<file path="config.mk">
export PLATFORM = sky130hd
export DESIGN_NAME = axi_wr_arbiter
export DESIGN_NICKNAME = d
export VERILOG_FILES = /design/src/rtl/axi_wr_arbiter.sv
export SDC_FILE = /design/constraint.sdc
export NUM_CORES = 1
export LEC_CHECK = 0
export ABC_AREA = 1
export BUFFER_PORTS_ARGS = -buffer_cell sky130_fd_sc_hd__buf_2
export CORE_ASPECT_RATIO = 0.9
export CORE_UTILIZATION = 32
export DETAILED_ROUTE_END_ITERATION = 8
export PLACE_DENSITY = 0.9
export SLEW_MARGIN = 20
export SYNTH_ARGS = -nofsm -noshare
export SYNTH_HDL_FRONTEND = slang
export SYNTH_SLANG_ARGS = --single-unit
</file>
<file path="constraint.sdc">
create_clock -name clk -period 1.75 [get_ports clk]
set_clock_uncertainty 0.1 [all_clocks]
set_input_delay 0.35 -clock clk [delete_from_list [all_inputs] [get_ports clk]]
set_output_delay 0.35 -clock clk [all_outputs]
set_load 0.1 [all_outputs]
</file>
<file path="src/rtl/axi_wr_arbiter.sv">
// Two-master round-robin write arbiter: grant held from AW through B.
// Define ARB_TIMEOUT_EN to synthesize an error response on a stuck B channel.
module axi_wr_arbiter #(
  parameter int AW_W        = 12,
  parameter int DATA_W      = 8,
  parameter int RESP_W      = 5,
  parameter int TIMEOUT_CYC = 64
) (
  input  logic                clk,
  input  logic                rst,
  input  logic [1:0]          M_AWVALID,
  input  logic [2*AW_W-1:0]   M_AWOUT,
  output logic [1:0]          M_AWREADY,
  input  logic [1:0]          M_WVALID,
  input  logic [2*DATA_W-1:0] M_WDATA,
  input  logic [1:0]          M_WLAST,
  output logic [1:0]          M_WREADY,
  input  logic [1:0]          M_BREADY,
  output logic [1:0]          M_BVALID,
  output logic [RESP_W-1:0]   M_BRESP,
  output logic                S_AWVALID,
  output logic [AW_W-1:0]     S_AWOUT,
  input  logic                S_AWREADY,
  output logic                S_WVALID,
  output logic [DATA_W-1:0]   S_WDATA,
  output logic                S_WLAST,
  input  logic                S_WREADY,
  input  logic                S_BVALID,
  input  logic [RESP_W-1:0]   S_BRESP,
  output logic                S_BREADY,
  output logic [1:0]          GNT,
  output logic                BUSY
);

  typedef enum logic [1:0] {IDLE, ADDR, DATA, RESP} state_t;

  state_t     state;
  logic       gi;
  logic       pri;
  logic [7:0] beats;
  logic       pick;
  logic       w_hs;
  logic       b_done;
  logic       tout;
  logic       stale;

  assign pick = (&M_AWVALID) ? pri : M_AWVALID[1];
  assign BUSY = (state != IDLE);
  assign w_hs = S_WVALID && S_WREADY;

`ifdef ARB_TIMEOUT_EN
  localparam logic [15:0] TO = 16'(TIMEOUT_CYC);
  logic [15:0] tcnt;

  assign tout = (state == RESP) && (tcnt == TO);

  always_ff @(posedge clk) begin
    if (!rst) begin
      tcnt  <= '0;
      stale <= 1'b0;
    end else begin
      if (state != RESP)
        tcnt <= '0;
      else if (tcnt != TO)
        tcnt <= tcnt + 16'd1;
      // the slave may still answer after we gave up; swallow it in IDLE
      if (b_done && tout)
        stale <= 1'b1;
      else if (state == IDLE && S_BVALID)
        stale <= 1'b0;
    end
  end
`else
  assign tout  = 1'b0;
  assign stale = 1'b0;
`endif

  always_comb begin
    b_done = 1'b0;
    if (state == RESP) begin
      if (tout)
        b_done = M_BREADY[gi];
      else
        b_done = S_BVALID && M_BREADY[gi];
    end
  end

  always_comb begin
    M_AWREADY = '0;
    M_WREADY  = '0;
    M_BVALID  = '0;
    M_BRESP   = '0;
    S_AWVALID = 1'b0;
    S_AWOUT   = '0;
    S_WVALID  = 1'b0;
    S_WDATA   = '0;
    S_WLAST   = 1'b0;
    S_BREADY  = 1'b0;
    unique case (state)
      IDLE: begin
        S_BREADY = stale;
      end
      ADDR: begin
        S_AWVALID     = M_AWVALID[gi];
        S_AWOUT       = gi ? M_AWOUT[2*AW_W-1:AW_W]
                           : M_AWOUT[AW_W-1:0];
        M_AWREADY[gi] = S_AWREADY;
      end
      DATA: begin
        S_WVALID     = M_WVALID[gi];
        S_WDATA      = gi ? M_WDATA[2*DATA_W-1:DATA_W]
                          : M_WDATA[DATA_W-1:0];
        S_WLAST      = M_WLAST[gi];
        M_WREADY[gi] = S_WREADY;
      end
      RESP: begin
        if (tout) begin
          M_BVALID[gi] = 1'b1;
          M_BRESP      = {RESP_W{1'b1}};
        end else begin
          S_BREADY     = M_BREADY[gi];
          M_BVALID[gi] = S_BVALID;
          M_BRESP      = S_BRESP;
        end
      end
    endcase
  end

  always_ff @(posedge clk) begin
    if (!rst) begin
      state <= IDLE;
      GNT   <= '0;
      gi    <= 1'b0;
      pri   <= 1'b0;
      beats <= '0;
    end else begin
      unique case (state)
        IDLE: begin
          if (|M_AWVALID) begin
            gi    <= pick;
            GNT   <= pick ? 2'b10 : 2'b01;
            state <= ADDR;
          end
        end
        ADDR: begin
          // a withdrawn request forfeits the grant without rotating
          if (!M_AWVALID[gi]) begin
            state <= IDLE;
            GNT   <= '0;
          end else if (S_AWREADY) begin
            state <= DATA;
          end
        end
        DATA: begin
          if (w_hs) begin
            if (beats != 8'hFF)
              beats <= beats + 8'd1;
            if (M_WLAST[gi])
              state <= RESP;
          end
        end
        RESP: begin
          if (b_done) begin
            state <= IDLE;
            GNT   <= '0;
            pri   <= ~gi;
            beats <= '0;
          end
        end
      endcase
    end
  end

endmodule

</file>
==> run summary, run 1 <==
Tool error = [ERROR DPL-0038] Utilization greater than 100%, impossible to legalize
Clk buf depth = 2
Most frequent cells after synthesis = 63 x sky130_fd_sc_hd__nand2_1, 25 x sky130_fd_sc_hd__a21oi_1, 16 x sky130_fd_sc_hd__inv_1, 16 x sky130_fd_sc_hd__nor2_1, 6 x sky130_fd_sc_hd__dfxtp_1
Fraction of registers with async set/reset = 0
Cell type contributing the most total cell area after synthesis = sky130_fd_sc_hd__nand2_1
Synthesized netlist net count = 215
Number of levels the H-tree was split into = 1
Post-cts sizing count = 107
Detailed placement HPWL = 4010 microns
Number of buffers inserted during clock tree synthesis = 3
Final weighted congestion in routability-driven placement = 0.880
Number of setup buffers added after CTS = 13
Top-area cell type share of the netlist area = 0.306
Instance area at placement = 2170 sq um
Clock sinks = 6
Std cell rows = 16
Warnings, synthesis = 0
Synthesized instance count = 157
Floorplan die height = 48.6 microns
EDFF count, synth = 0
Most instantiated flip-flop cell in the synthesis netlist = sky130_fd_sc_hd__dfxtp_1
Status = did not finish
Count of unique library cells instantiated by Yosys = 20
Port Buf Inserts = 95
Number of synthesized register bits = 6
Number of placed I/O pins = 96
Most area-consuming cells after synthesis = sky130_fd_sc_hd__nand2_1 31%, sky130_fd_sc_hd__a21oi_1 16%, sky130_fd_sc_hd__dfxtp_1 16%
Clk Tree Root Cell = sky130_fd_sc_hd__clkbuf_4
Most repeated cell in the gate-level netlist after synthesis = sky130_fd_sc_hd__nand2_1
Cts hold-fix bufs = 0
Seq/Total Area, Yosys = 0.155
Setup slack after placement = 135 ps
Last stage = 4_1_cts
Synth Cell Area = 773 sq um
Die outline width = 53.8 microns
Synthesized area per cell = 4.93 sq um
Starting density of the core = 0.348
## metrics by stage
step / std cells / setup TNS, ps / util
2_1_floorplan: 157 / -1380 / -
3_3_place_gp: 277 / 0 / 0.975
3_5_place_dp: 277 / 0 / 0.975
## cells by family after synthesis
family | after synthesis | share of synthesized area
DFF | 6 | 0.155
buffers and inverters | 28 | 0.142
AOI/OAI and AO/OA | 33 | 0.233
and+or+nand+nor | 90 | 0.469
==> run 2: changes to the inputs <==
--- a/config.mk
+++ b/config.mk
@@ -7,10 +7,9 @@
 export LEC_CHECK = 0
 export ABC_AREA = 1
 export BUFFER_PORTS_ARGS = -buffer_cell sky130_fd_sc_hd__buf_2
-export CORE_ASPECT_RATIO = 0.9
-export CORE_UTILIZATION = 32
+export CORE_UTILIZATION = 20
 export DETAILED_ROUTE_END_ITERATION = 8
-export PLACE_DENSITY = 0.9
+export PLACE_DENSITY_LB_ADDON = 0.15
 export SLEW_MARGIN = 20
 export SYNTH_ARGS = -nofsm -noshare
 export SYNTH_HDL_FRONTEND = slang
==> run summary, run 2 <==
DRT iter0 DRCs = 44
Sort of element at the start of the critical path = flop
Area of the placeable core = 3690 sq um
Total Die Area = 4120 sq um
Wire length on met1 = 1480 microns
Hold-critical path depth = 3
Highest achievable clock rate = 585 MHz
Instance area at placement = 2230 sq um
Leakage power of the design = 0.00108 uW
Crit-path leading delay family = buffers and inverters
Warnings, synthesis = 0
GRT Residual Overflow = 0
Total number of nets in the final design = 319
Signed area change from the synthesized netlist to the final layout = 210%
Final critical delay including setup and external delays = 1710 ps
Worst EP arrival = 1260 ps
Met2 WL = 1900 microns
Critical register-to-register path startpoint = gi$_SDFFE_PN0P_
Fraction of registers with async set/reset = 0
Global-route wire length before repair = 5680 microns
Type of the worst min-delay path = primary input to flop
Count of final hold-check violations = 0
Commonest cells after routing, fill and taps aside = 60 x sky130_fd_sc_hd__buf_2, 58 x sky130_fd_sc_hd__nand2_1, 40 x sky130_fd_sc_hd__buf_12
Final setup violating endpoints = 0
Number of vias per cell after detailed routing = 4.43
Detailed placement HPWL = 2940 microns
Number of synthesized register bits = 6
Total via count in the routed design = 1361
Share of final-layout standard cells stronger than drive strength 1 = 0.625
Cells along the critical path = inv_4, buf_12, nand2_1, a21oi_4, buf_12
Worst path buffer plus inverter count = 3
Count of unique library cells instantiated by Yosys = 20
Maximum fanout count along the critical path = 13
Most common cell after layout, fill and taps aside = sky130_fd_sc_hd__buf_2
Antenna violations before repair = 0
CTS tree = done
Status = complete, no violations
Ratio of final minimum period to clock period = 0.976
Largest net degree at the start of global routing = 20
Std cell rows = 22
Synthesized netlist net count = 215
Clock sinks = 6
Pwr/cell area = 1410 nW/um^2
Clk buf depth = 2
Post-Route Setup TNS = 0 ps
Data required time of the worst path = 1300 ps
Cts hold-fix bufs = 0
Worst Max-Slew Pin Slew = 484 ps
Number of levels the H-tree was split into = 1
Routed Wire Length = 3580 microns
Clk Tree Root Cell = sky130_fd_sc_hd__clkbuf_8
Starting density of the core = 0.210
Launch instance of the worst min-delay path = rst
Synthesized instance count = 157
Layout Utilization = 0.651
Number of buffers inserted during clock tree synthesis = 3
Number of diodes added for antenna fixing = 0
Synthesized area per cell = 4.93 sq um
Top-area cell type share of the netlist area = 0.306
Master of the slowest instance on the critical path = sky130_fd_sc_hd__dfxtp_4
Vias in the first global route = 1242
Highest ir drop seen on vdd = 0.00129 V
Die outline width = 64.2 microns
Highest metal used = met4
Worst r2r dst = GNT[0]$_SDFFE_PN0P_
Rel. slew slack = 0.680
Clock network latency to the later pin of the worst-skew pair = 220 ps
Crit path kind = flop to output port
Synth Cell Area = 773 sq um
Cell type contributing the most total cell area after synthesis = sky130_fd_sc_hd__nand2_1
Most instantiated flip-flop cell in the synthesis netlist = sky130_fd_sc_hd__dfxtp_1
Most frequent cells after synthesis = 63 x sky130_fd_sc_hd__nand2_1, 25 x sky130_fd_sc_hd__a21oi_1, 16 x sky130_fd_sc_hd__inv_1, 16 x sky130_fd_sc_hd__nor2_1, 6 x sky130_fd_sc_hd__dfxtp_1
Total GRT Usage = 0.174
Slew Viols, Final = 0
Floorplan die height = 64.2 microns
Antenna-violating nets left = 0
Cells on worst reg2reg path = 9
Detailed-route DRC error count = 0
End point of the most critical hold path = state[0]$_SDFFE_PN0P_
Largest stage delay, worst path = 360 ps
Final-layout fill cell count = 303
Most frequent cell on the critical path = sky130_fd_sc_hd__buf_12
Most repeated cell in the gate-level netlist after synthesis = sky130_fd_sc_hd__nand2_1
Setup crit end kind = output port
Clock-pin slew reported for the worst setup and hold paths after clock tree synthesis = 40 ps
Most area-consuming cells after synthesis = sky130_fd_sc_hd__nand2_1 31%, sky130_fd_sc_hd__a21oi_1 16%, sky130_fd_sc_hd__dfxtp_1 16%
Setup slack of the worst register-to-register path = 320 ps
Post-layout instance area = 2400 sq um
Seq/Total Area, Yosys = 0.155
DR WL met3 = 188 microns
Average routed wire per standard cell = 11.7 microns
EDFF count, synth = 0
Port Buf Inserts = 95
Number of placed I/O pins = 96
RSZ-0062 raised after global routing = true
TritonRoute pass-1 iters = 4
Max-capacitance violation count = 0
Final weighted congestion in routability-driven placement = 0.832
[run 2: cell counts after synthesis]
Identical to the previous run, type by type.
[run 2: how the worst max path moves through the flow]
stage | endpoint | start | depth (start not counted) | slack [ps]
after detailed placement | M_WREADY[1] | state[0]$_SDFFE_PN0P_ | 4 | 160
after CTS | S_AWVALID | gi$_SDFFE_PN0P_ | 5 | 20
after global routing | M_BVALID[1] | state[0]$_SDFFE_PN0P_ | 5 | -10
after floorplan | S_AWOUT[7] | flop | 3 | -130
after global placement | M_WREADY[1] | state[0]$_SDFFE_PN0P_ | 4 | 190
final | S_WDATA[1] | gi$_SDFFE_PN0P_ | 5 | 40
[run 2: final cells by class]
class,instances,area (sq um),share of cell area
inverters,21,86.3,0.0360
well taps,48,60.1,0.0250
clock buffers,3,41.3,0.0172
multi-input cells,124,922,0.384
repair buffers,105,1160,0.483
flip-flops and latches,6,131,0.0547
[run 2: logic make-up (layout without fill, tap and decap cells)]
logic type	Yosys count	count (layout)	share of synthesized area
flip-flops	6	6	0.155
AND/OR/NAND/NOR	90	91	0.469
AO/OA/AOI/OAI	33	33	0.233
buffers and inverters	28	129	0.142
[run 2: per-stage QoR]
stage	setup WS [ps]	total power [uW]	hold WS (ps)	cells
after floorplan	-130	2120	363	157
after global placement	190	2970	333	300
after detailed placement	162	2990	339	300
after CTS	24.3	3360	301	306
after global routing	-9.73	3540	328	307
final	41.8	3390	304	307
[run 2: repair_timing]
item / CTS / global route
setup buffers: 2 / 0
endpoints found under the setup margin: 9 / 10
cloned: 1 / 1
gates resized for setup: 10 / 7
pin swaps: 3 / 4
[run 2: routing by layer]
layer	global-route usage	up-vias
met5	0	-
met4	0.0417	0
met3	0.0321	2
met2	0.328	42
met1	0.200	617
li1	-	700
[run 2: worst register-to-register path: cells and delay by family (launching register included)]
kind | cells | cell delay, ps
buffers and inverters | 3 | 330
AND/OR/NAND/NOR | 3 | 260
flip-flops | 1 | 380
AO/OA/AOI/OAI | 3 | 250
[run 2: where the power goes]
group	switching [uW]	total (uW)	leakage [uW]	internal [uW]
Sequential	64.2	249	0.0000513	185
Clock	59.7	207	0.0000216	148
Combinational	1940	2940	0.00100	994
Power figures use the tool's default switching activity.
==> run 3: changes to the inputs <==
--- a/config.mk
+++ b/config.mk
@@ -10,6 +10,7 @@
 export CORE_UTILIZATION = 20
 export DETAILED_ROUTE_END_ITERATION = 8
 export PLACE_DENSITY_LB_ADDON = 0.15
+export SETUP_SLACK_MARGIN = 0.4
 export SLEW_MARGIN = 20
 export SYNTH_ARGS = -nofsm -noshare
 export SYNTH_HDL_FRONTEND = slang
==> run summary, run 3 (synthesized netlist as in run 2, its figures left out) <==
Final total power = 3860 uW
Crit path kind = flop to output port
Data required time of the worst path = 1300 ps
Final critical delay including setup and external delays = 1750 ps
Share of final-layout standard cells stronger than drive strength 1 = 0.727
Register share of total power = 0.074
Area occupied by multi-input gates = 1060 sq um
Sort of element at the start of the critical path = flop
Proportion of power drawn by combinational gates = 0.867
Total GRT Usage = 0.197
CTS tree = done
M1 GR Usage = 0.231
Commonest cells after routing, fill and taps aside = 57 x sky130_fd_sc_hd__buf_2, 44 x sky130_fd_sc_hd__nand2_1, 43 x sky130_fd_sc_hd__buf_12
Fraction of met3 tracks used by global routing = 0.0411
Area of the placeable core = 3690 sq um
Number of vias per cell after detailed routing = 4.51
Rel. slew slack = 0.813
Maximum fanout count along the critical path = 7
Type of the worst min-delay path = primary input to flop
Hold slack = 309 ps
Post-Route Setup TNS = 0 ps
TritonRoute pass-1 iters = 4
Pwr/cell area = 1380 nW/um^2
Total number of nets in the final design = 337
Number of diodes added for antenna fixing = 0
Number of placed I/O pins = 96
Clock-pin slew reported for the worst setup and hold paths after clock tree synthesis = 40 ps
Leakage power of the design = 0.00122 uW
Internal Pwr Total = 1600 uW
Clk Tree Root Cell = sky130_fd_sc_hd__clkbuf_8
Clock sinks = 6
RSZ-0062 raised after global routing = true
DRT iter0 DRCs = 49
Signed area change from the synthesized netlist to the final layout = 261%
Total Die Area = 4120 sq um
Port Buf Inserts = 95
Clock network power share = 0.059
Die outline width = 64.2 microns
Count of final hold-check violations = 0
Clk buf depth = 2
Number of levels the H-tree was split into = 1
Average routed wire per standard cell = 13.1 microns
Antenna violations before repair = 0
Power dissipated by switching net loads = 2260 uW
Final setup violating endpoints = 0
Number of buffers inserted during clock tree synthesis = 3
Sequential cell area = 134 sq um
Vias in the first global route = 1372
Worst EP arrival = 1300 ps
Layout Utilization = 0.756
Slew Viols, Final = 0
Highest achievable clock rate = 572 MHz
Final-layout fill cell count = 248
Std cell rows = 22
Switch share = 0.585
Routed Wire Length = 4290 microns
Global-route wire length before repair = 6480 microns
Total via count in the routed design = 1471
Antenna-violating nets left = 0
Largest net degree at the start of global routing = 23
Starting density of the core = 0.210
Max-capacitance violation count = 0
Most common cell after layout, fill and taps aside = sky130_fd_sc_hd__buf_2
Ratio of final minimum period to clock period = 0.999
Busiest grt layer = met2
M2 GR Usage = 0.360
Highest ir drop seen on vdd = 0.000731 V
Clock network latency to the later pin of the worst-skew pair = 230 ps
Floorplan die height = 64.2 microns
Final weighted congestion in routability-driven placement = 0.804
GRT Residual Overflow = 0
Worst Max-Slew Pin Slew = 279 ps
Detailed placement HPWL = 2990 microns
Status = complete, no violations
Setup crit end kind = output port
Detailed-route DRC error count = 0
run 3: power groups by stage:
stage	Clock (uW)	Sequential (uW)	Combinational (uW)
after detailed placement	0	274	2770
after global routing	243	292	3470
after global placement	0	268	2760
after floorplan	0	359	1950
after CTS	237	275	3100
final	228	285	3350
run 3: metal layers:
metal / vias to the layer above / share of wire
met5: - / 0
met4: 0 / 0.0093
met3: 4 / 0.084
met2: 76 / 0.54
met1: 657 / 0.37
li1: 734 / -
run 3: layout make-up:
| class | count | share of cell area |
|---|---|---|
| timing repair buffer | 123 | 0.498 |
| sequential | 6 | 0.0480 |
| multi-input combinational | 124 | 0.379 |
| clock buffer | 4 | 0.0162 |
| inverter | 21 | 0.0368 |
| tap | 48 | 0.0215 |
run 3: worst max-delay path: stages, from the launching register on:
cell,delay (ps)
sky130_fd_sc_hd__dfxtp_4,400
sky130_fd_sc_hd__inv_4,100
sky130_fd_sc_hd__nand2_8,90
sky130_fd_sc_hd__buf_12,160
sky130_fd_sc_hd__a21oi_4,130
sky130_fd_sc_hd__buf_12,190
run 3: final timing paths:
path / from / endpoint / slack [ps] / cells after the start
worst min register to register: GNT[0]$_SDFFE_PN0P_ / GNT[0]$_SDFFE_PN0P_ / 350 / 2
worst min-delay path: rst / flop / 310 / 3
worst max-delay path: state[0]$_SDFFE_PN0P_ / S_WDATA[7] / 2 / 5
worst max register to register: state[0]$_SDFFE_PN0P_ / GNT[0]$_SDFFE_PN0P_ / 140 / 10
run 3: what timing repair did:
action | CTS | global route
resized for setup | 25 | 38
endpoints found under the setup margin | 42 | 41
gates cloned | 1 | 2
pin swaps | 14 | 29
endpoints found under the hold margin | 0 | 0
buffers inserted | 11 | 10
hold buffers | 0 | 0
run 3: metrics by stage:
stage,instance area (sq um),std cells,setup slack (ps)
2_1_floorplan,1270,157,-79.6
3_3_place_gp,2280,298,195
3_5_place_dp,2280,298,180
4_1_cts,2550,314,-19.6
5_1_grt,2790,326,-44.8
6_report,2790,326,1.56
==> run 4: changes to the inputs <==
--- a/config.mk
+++ b/config.mk
@@ -5,7 +5,6 @@
 export SDC_FILE = /design/constraint.sdc
 export NUM_CORES = 1
 export LEC_CHECK = 0
-export ABC_AREA = 1
 export BUFFER_PORTS_ARGS = -buffer_cell sky130_fd_sc_hd__buf_2
 export CORE_UTILIZATION = 20
 export DETAILED_ROUTE_END_ITERATION = 8
==> run summary, run 4 <==
Internal Pwr Total = 786 uW
Routed Wire Length = 4500 microns
Leakage power of the design = 0.00108 uW
Global-route wire length before repair = 6290 microns
Crit path kind = flop to output port
Clock-pin slew reported for the worst setup and hold paths after clock tree synthesis = 40 ps
Largest stage delay, worst path = 390 ps
Post-layout instance area = 2830 sq um
Data required time of the worst path = 1300 ps
Most instantiated flip-flop cell in the synthesis netlist = sky130_fd_sc_hd__dfxtp_1
End of the critical path = S_AWOUT[2]
Instance area at placement = 2190 sq um
Total number of nets in the final design = 291
Clock network power share = 0.151
Number of buffers inserted during clock tree synthesis = 3
Starting density of the core = 0.214
Synthesized netlist net count = 173
Clk buf depth = 2
Critical register-to-register path startpoint = gi$_SDFFE_PN0P_
Cells along the critical path = buf_4, buf_12, mux2i_4, nor2_4, buf_12
Most repeated cell in the gate-level netlist after synthesis = sky130_fd_sc_hd__nor2_1
Worst Max-Slew Pin Slew = 315 ps
Total via count in the routed design = 1315
Power dissipated by switching net loads = 744 uW
EDFF count, synth = 0
Synthesized instance count = 115
Status = finished, violations left
TritonRoute pass-1 iters = 4
Std cell rows = 22
Number of vias per cell after detailed routing = 4.70
Slew Viols, Final = 0
Signed area change from the synthesized netlist to the final layout = 254%
Antenna violations before repair = 0
Port Buf Inserts = 95
Most common cell after layout, fill and taps aside = sky130_fd_sc_hd__buf_2
Clk Tree Root Cell = sky130_fd_sc_hd__clkbuf_8
CTS tree = done
Final critical delay including setup and external delays = 1860 ps
Total GRT Usage = 0.192
Fraction of registers with async set/reset = 0
Top-area cell type share of the netlist area = 0.300
Vias in the first global route = 1371
Worst r2r dst = state[0]$_SDFFE_PN0P_
Share of the synthesized netlist area taken by xor and xnor gates = 0
Area of the placeable core = 3740 sq um
Average routed wire per standard cell = 16.1 microns
Switch share = 0.486
Combinational family with the most area after synthesis = simple AND/OR/NAND/NOR gates
Maximum fanout count along the critical path = 6
Count of final hold-check violations = 0
Worst EP arrival = 1410 ps
Failing checks = setup timing
Highest ir drop seen on vdd = 0.000461 V
Clock network latency to the later pin of the worst-skew pair = 230 ps
Register share of total power = 0.109
Synthesized area per cell = 6.95 sq um
Number of placed I/O pins = 96
Final Worst Setup Slack = -109 ps
Clock sinks = 6
Share of final-layout standard cells stronger than drive strength 1 = 0.853
Final setup violating endpoints = 26
Cts hold-fix bufs = 0
Proportion of synthesized area in mux cells = 0.319
Fraction of the mapped netlist area in compound gates = 0.116
Antenna-violating nets left = 0
Cell type contributing the most total cell area after synthesis = sky130_fd_sc_hd__mux2i_1
Final weighted congestion in routability-driven placement = 0.822
Simple logic cell fraction of the synthesized area = 0.321
Master of the slowest instance on the critical path = sky130_fd_sc_hd__dfxtp_4
Detailed-route DRC error count = 0
Most area-consuming cells after synthesis = sky130_fd_sc_hd__mux2i_1 30%, sky130_fd_sc_hd__dfxtp_1 15%, sky130_fd_sc_hd__nor2_1 15%
Share of synthesized cell area in full adder, half adder and majority cells = 0
Seq/Total Area, Yosys = 0.150
Warnings, synthesis = 0
Floorplan die height = 65.2 microns
Setup slack of the worst register-to-register path = 130 ps
Highest achievable clock rate = 538 MHz
Setup crit end kind = output port
Sort of element at the start of the critical path = flop
Synth Cell Area = 800 sq um
Cells on worst reg2reg path = 6
Number of diodes added for antenna fixing = 0
Max-capacitance violation count = 0
Count of unique library cells instantiated by Yosys = 26
Largest net degree at the start of global routing = 13
RSZ-0062 raised after global routing = true
Total Die Area = 4250 sq um
Most frequent cells after synthesis = 31 x sky130_fd_sc_hd__nor2_1, 24 x sky130_fd_sc_hd__mux2i_1
First element of the critical path = gi$_SDFFE_PN0P_
Most frequent cell on the critical path = sky130_fd_sc_hd__buf_12
Setup slack after placement = 61.7 ps
Number of synthesized register bits = 6
Pwr/cell area = 540 nW/um^2
Rel. slew slack = 0.790
Die outline width = 65.2 microns
Number of levels the H-tree was split into = 1
Type of the worst min-delay path = primary input to flop
Commonest cells after routing, fill and taps aside = 57 x sky130_fd_sc_hd__buf_2, 40 x sky130_fd_sc_hd__buf_12, 27 x sky130_fd_sc_hd__nor2_4
Proportion of power drawn by combinational gates = 0.740
Detailed placement HPWL = 2950 microns
DRT iter0 DRCs = 24
Ratio of final minimum period to clock period = 1.06
GRT Residual Overflow = 0
## run 4: cell families (layout without fill, tap and decap cells)
group / after synthesis / after routing
simple gates: 57 / 57
mux: 25 / 25
buf+inv: 14 / 131
compound gates: 13 / 13
flops: 6 / 6
## run 4: how the worst min path moves through the flow
stage	cells after the start	to	start	slack [ps]
2_1_floorplan	1	state[0]$_SDFFE_PN0P_	rst	370
3_3_place_gp	2	GNT[0]$_SDFFE_PN0P_	GNT[0]$_SDFFE_PN0P_	370
3_5_place_dp	2	GNT[0]$_SDFFE_PN0P_	GNT[0]$_SDFFE_PN0P_	370
4_1_cts	2	state[0]$_SDFFE_PN0P_	rst	290
5_1_grt	2	state[0]$_SDFFE_PN0P_	rst	300
6_report	2	state[0]$_SDFFE_PN0P_	rst	310
## run 4: through the flow
step	util	cells	setup TNS [ps]	hold WS, ps	power (uW)
CTS	0.734	276	-1080	293	1490
detailed placement	0.585	256	0	371	1050
global placement	0.585	256	0	371	1040
floorplan	-	115	-2210	368	777
global route	0.756	280	-3180	299	1590
finish	0.756	280	-1740	306	1530
## run 4: final cells by class
| type | count | area (sq um) |
|---|---|---|
| Clock buffer | 4 | 45.0 |
| Sequential cell | 6 | 134 |
| Tap cell | 48 | 60.1 |
| Fill cell | 229 | 912 |
| Timing Repair Buffer | 121 | 1350 |
| Inverter | 6 | 26.3 |
| Multi-Input combinational cell | 95 | 1220 |
## run 4: what timing repair did
item / in CTS / in global routing
gates cloned: 1 / 1
setup endpoints to repair: 43 / 40
pin swaps: 16 / 15
gates resized for setup: 63 / 7
buffers inserted: 15 / 3
## run 4: per-layer routing
metal,vias to the layer above,part of all wire,track usage
li1,640,-,-
met1,614,0.35,0.190
met2,55,0.57,0.385
met3,6,0.075,0.0608
met4,0,0.013,0.0326
met5,-,0,0
## run 4: worst max-delay path: cells and delay by family (launching register included)
kind,cells,cell delay [ps]
buffers and inverters,3,450
flip-flops,1,390
multiplexers,1,270
AND/OR/NAND/NOR,1,60
## run 4: power groups by stage
| stage | registers, uW | clock network, uW | logic [uW] |
|---|---|---|---|
| 4_1_cts | 166 | 234 | 1090 |
| 6_report | 167 | 231 | 1130 |
| 3_5_place_dp | 178 | 0 | 876 |
| 2_1_floorplan | 191 | 0 | 586 |
| 3_3_place_gp | 178 | 0 | 863 |
| 5_1_grt | 170 | 248 | 1170 |
